===== src/rtl/imem_boot_loader.sv =====
// imem_boot_loader: receives a framed byte stream (LEN_HI, LEN_LO, 4*LEN payload
// bytes, XOR checksum), assembles big-endian 32-bit words and writes them to
// consecutive instruction-memory word addresses. The MIPS core is held in reset
// until a frame with a good checksum has been loaded.
module imem_boot_loader #(
   parameter int          MAX_WORDS = 256,
   parameter logic [31:0] BASE_ADDR = 32'h0000_0000
) (
   input  logic        clk,
   input  logic        rst,
   input  logic        start,
   input  logic        in_valid,
   input  logic [7:0]  in_data,
   output logic        in_ready,
   output logic        imem_we,
   output logic [31:0] imem_addr,
   output logic [31:0] imem_wdata,
   output logic        cpu_rst,
   output logic        busy,
   output logic        done,
   output logic        error
);

   typedef enum logic [2:0] {
      S_IDLE,
      S_LEN_HI,
      S_LEN_LO,
      S_DATA,
      S_CHECK,
      S_DONE,
      S_ERROR
   } state_t;

   // Widened by one bit so a 16-bit length can be compared without truncation.
   localparam logic [16:0] MAX_LEN = 17'(MAX_WORDS);

   state_t      state;
   logic [7:0]  len_hi;      // high length byte, held until LEN_LO arrives
   logic [15:0] words_left;  // words still to be received in DATA
   logic [1:0]  byte_cnt;    // byte position inside the current word
   logic [23:0] word_buf;    // first three bytes of the word being assembled
   logic [7:0]  checksum;    // running XOR of payload bytes
   logic        accept;
   logic [15:0] len_rx;

   // Handshake and busy flags decode the state directly so a byte is never
   // offered a cycle late.
   always_comb begin
      // NOTE: every output of a combinational block gets a default first, so
      // no path through it can leave a value held and infer a latch.
      in_ready = 1'b0;
      case (state)
         S_LEN_HI, S_LEN_LO, S_DATA, S_CHECK: in_ready = 1'b1;
         default:                             in_ready = 1'b0;
      endcase
      busy   = in_ready;
      accept = in_valid & in_ready;
      len_rx = {len_hi, in_data};
   end

   // Frame state machine with registered memory-write and status outputs.
   always_ff @(posedge clk or posedge rst) begin
      if (rst) begin
         state      <= S_IDLE;
         len_hi     <= '0;
         words_left <= '0;
         byte_cnt   <= '0;
         word_buf   <= '0;
         checksum   <= '0;
         imem_we    <= 1'b0;
         imem_addr  <= BASE_ADDR;
         imem_wdata <= '0;
         cpu_rst    <= 1'b1;
         done       <= 1'b0;
         error      <= 1'b0;
      end else begin
         // NOTE: state registers use non-blocking assignments so every
         // register samples the pre-edge values regardless of statement order.
         // A write strobe lasts one cycle; the address advances as it drops,
         // which lets the next word's bytes arrive without a stall.
         if (imem_we) begin
            imem_we   <= 1'b0;
            imem_addr <= imem_addr + 32'd4;
         end

         case (state)
            S_IDLE, S_DONE, S_ERROR: begin
               if (start) begin
                  state      <= S_LEN_HI;
                  len_hi     <= '0;
                  words_left <= '0;
                  byte_cnt   <= '0;
                  checksum   <= '0;
                  done       <= 1'b0;
                  error      <= 1'b0;
                  cpu_rst    <= 1'b1;
                  imem_addr  <= BASE_ADDR;
               end
            end

            S_LEN_HI: begin
               if (accept) begin
                  len_hi <= in_data;
                  state  <= S_LEN_LO;
               end
            end

            S_LEN_LO: begin
               if (accept) begin
                  words_left <= len_rx;
                  if ({1'b0, len_rx} > MAX_LEN) begin
                     state <= S_ERROR;
                     error <= 1'b1;
                  end else if (len_rx == 16'd0) begin
                     state <= S_CHECK;
                  end else begin
                     state <= S_DATA;
                  end
               end
            end

            S_DATA: begin
               if (accept) begin
                  checksum <= checksum ^ in_data;
                  byte_cnt <= byte_cnt + 2'd1;
                  word_buf <= {word_buf[15:0], in_data};
                  if (byte_cnt == 2'd3) begin
                     imem_we    <= 1'b1;
                     imem_wdata <= {word_buf, in_data};
                     words_left <= words_left - 16'd1;
                     if (words_left == 16'd1) begin
                        state <= S_CHECK;
                     end
                  end
               end
            end

            S_CHECK: begin
               if (accept) begin
                  if (in_data == checksum) begin
                     state   <= S_DONE;
                     done    <= 1'b1;
                     cpu_rst <= 1'b0;
                  end else begin
                     state <= S_ERROR;
                     error <= 1'b1;
                  end
               end
            end

            default: state <= S_IDLE;
         endcase
      end
   end

endmodule


===== config.mk =====
export PLATFORM = sky130hd
export DESIGN_NAME = imem_boot_loader
export DESIGN_NICKNAME = d
export VERILOG_FILES = /design/src/rtl/imem_boot_loader.sv
export SDC_FILE = /design/constraint.sdc
export NUM_CORES = 1
export LEC_CHECK = 0
export CAP_MARGIN = 40
export CORE_ASPECT_RATIO = 0.75
export CORE_MARGIN = 1.5
export CORE_UTILIZATION = 51
export CTS_BUF_LIST = sky130_fd_sc_hd__clkbuf_8
export DETAILED_ROUTE_END_ITERATION = 10
export GPL_ROUTABILITY_DRIVEN = 1
export GPL_TIMING_DRIVEN = 1
export PLACE_DENSITY = 0.9
export SETUP_SLACK_MARGIN = 0.5
export SYNTH_ARGS = -nofsm -noshare
export SYNTH_HDL_FRONTEND = slang
export SYNTH_SLANG_ARGS = --single-unit

===== constraint.sdc =====
create_clock -name clk -period 4.2 [get_ports clk]
set_input_delay 0.84 -clock clk [delete_from_list [all_inputs] [get_ports clk]]
set_output_delay 0.84 -clock clk [all_outputs]
set_load 0.05 [all_outputs]

==> flow_summary.yaml <==
outcome:
  run_status: "finished, final reports clean"
timing:
  setup_violations: 0
  slew_violations: 0
  fmax_mhz: 305
  tightest_slew_ps: 927
  hold_viol_final: 0
  relSlewSlack: 0.378
  skew_ps: 15.4
  period_share: 0.780
  setup_tns_ps: 0
  rsz0062_at_grt: "no"
  fin_crit_ps: 3270
floorplanning:
  core_um2: 11600
  ios: 82
  start_util: 0.523
  dieArea_um2: 12600
  rows: 34
  die_x_um: 129
  die_y_um: 97.5
route:
  wl_per_cell_um: 16.7
  detail_route.first_pass.iterations: 5
  drc: 0
  first_iter_violations: 404
  final_antenna_net_count: 0
  avgViaCountPerCell: 5.74
  num_vias: 4750
  wl_um: 13800
global_route:
  grt_pass1_vias: 4752
  grt_pass1_wl_um: 23300
  track_usage: 0.239
  grt_max_degree: 63
  antenna_found_initial: 0
  grt_overflow: 0
synthesis:
  synth.area.top_cells: "dfrtp_1 52%, mux2_2 11%, o21ai_0 5.2%"
  ys_seq_area_frac: 0.524
  synth_area_um2: 6070
  yosys_warnings: 0
  ys.flop_type: "dfrtp_1"
  syn-instance-count: 585
  yosys.area.top_type: "dfrtp_1"
  synth_seq_cells: 127
  synth_edf_count: 0
  avgSynthCellArea_um2: 10.4
  yosysUniqueCellTypes: 55
  synth_async_sr_flop_share: 1.00
  synth.top_cell.area_share: 0.520
clock_network:
  clk_latency_ps: 460
  cts_buffer_depth: 2
  htreeDepth: 4
  cts_tree: "built"
  cts_num_sinks: 127
  path_clk_slew_ps: 80
  clockRootBuffer: "clkbuf_8"
  postCtsHoldBufs: 0
  cts_resized: 0
  numCtsBuffers: 17
  post-cts-setup-buffers: 0
pwr:
  p_leak_nw: 3.26
  peakVddDrop_uv: 557
  pwr_density_cell_nw_per_um2: 621
worst_setup_path:
  start_kind: "register"
  crit_path_start: "state[0]"
  cp_max_fo: 18
  crit_required_ps: 3360
  rr_startpoint: "state[0]"
  cp.arrival_ps: 2430
  end_kind: "primary output"
  worstSetupPathType: "register to primary output"
cells_and_area:
  fill_cells: 840
  layout_commonest_cell: "dfrtp_1"
  design_area_um2: 7420
  nNetsFinal: 669
  layout-drive-gt1-share: 0.162
  antennaDiodeCount: 0
  area_delta_synth_final_pct: 22.2
  mostFrequentLayoutCells: "126 x dfrtp_1, 79 x clkdlybuf4s50_1, 67 x nor2_1"
min_path:
  hold_start: "cpu_rst"
  min_path_type: "register to register"
placement:
  gp_congestion: 0.959
  dpl_cell_area_um2: 6970
  port_buffers: 79
  hpwl_um: 9500
run:
  maxCapViolations: 0
flip-flops by register name, summed over array words and instances, names as in the netlist:
signal,cells
imem_wdata,32
imem_addr,30
word_buf,24
words_left,16
checksum,8
len_hi,8
state,3
byte_cnt,2
cpu_rst,1
done,1
error,1
imem_we,1
final timing paths:
path                             endpoint  slack [ps]  cells past startpoint
setup / recovery                     busy         930                      3
hold / removal                    cpu_rst         490                      2
setup reg to reg           imem_wdata[29]        1560                      6
hold reg to reg                   cpu_rst         490                      2
max in group asynchronous         cpu_rst        2600                      4
min in group asynchronous   imem_addr[29]         730                      2
report_power, final:
part / leakage (nW) / internal, mW / switching [mW]
registers: 1.70 / 1.52 / 0.288
clock network: 0.227 / 0.687 / 0.485
logic: 1.33 / 0.610 / 1.02
final cells by class:
type                       count  area (um^2)  share of cell area
sequential                   127         3180               0.429
multi-input combinational    405         2650               0.358
timing repair buffer          87          883               0.119
clock buffer                  20          275              0.0371
tap                          162          203              0.0273
clock inverter                12          166              0.0224
inverter                      14         56.3             0.00759
critical path, cell delays in order (launching register included):
cell,delay (ps)
dfrtp_1,710
nor2_1,200
xnor2_1,230
clkdlybuf4s50_1,840
Yosys cell counts (3+ instances only):
| cell | instances |
|---|---|
| a21oi_1 | 21 |
| a22oi_1 | 6 |
| a32oi_1 | 6 |
| and3_1 | 3 |
| buf_1 | 3 |
| buf_2 | 17 |
| buf_4 | 3 |
| clkbuf_1 | 16 |
| dfrtp_1 | 126 |
| ha_1 | 4 |
| inv_1 | 14 |
| mux2_2 | 57 |
| nand2_1 | 50 |
| nand3_1 | 14 |
| nand4_1 | 9 |
| nor2_1 | 67 |
| nor2b_1 | 3 |
| nor3_1 | 12 |
| nor4_1 | 7 |
| o21ai_0 | 63 |
| or3_1 | 8 |
| xnor2_1 | 24 |
| xor2_1 | 11 |
through the flow:
| stage | utilization | hold WS (ps) | power [mW] | std cells | setup WS [ps] |
|---|---|---|---|---|---|
| floorplan | - | 468 | 3.00 | 586 | 1530 |
| global placement | 0.598 | 474 | 3.29 | 793 | 1290 |
| detailed placement | 0.601 | 478 | 3.41 | 795 | 1180 |
| CTS | 0.639 | 496 | 4.58 | 827 | 896 |
| global route | 0.639 | 514 | 4.88 | 827 | 750 |
| finish | 0.639 | 491 | 4.61 | 827 | 926 |
layer usage:
layer,global-route usage,part of all wire,vias to the layer above
li1,-,-,2176
met1,0.318,0.42,2294
met2,0.367,0.47,239
met3,0.0677,0.081,41
met4,0.105,0.025,0
met5,0,0,-
kinds of logic (layout without fill, tap and decap cells):
kind of cell,after synthesis,in the layout,share of synthesized area
mux,59,59,0.109
simple gates,189,189,0.154
xor+xnor,35,35,0.0505
buf+inv,54,133,0.0400
fa+ha+maj,6,6,0.0132
other cells,1,2,0.000618
compound gates,114,114,0.109
flops,127,127,0.524
Power figures use the tool's default switching activity.
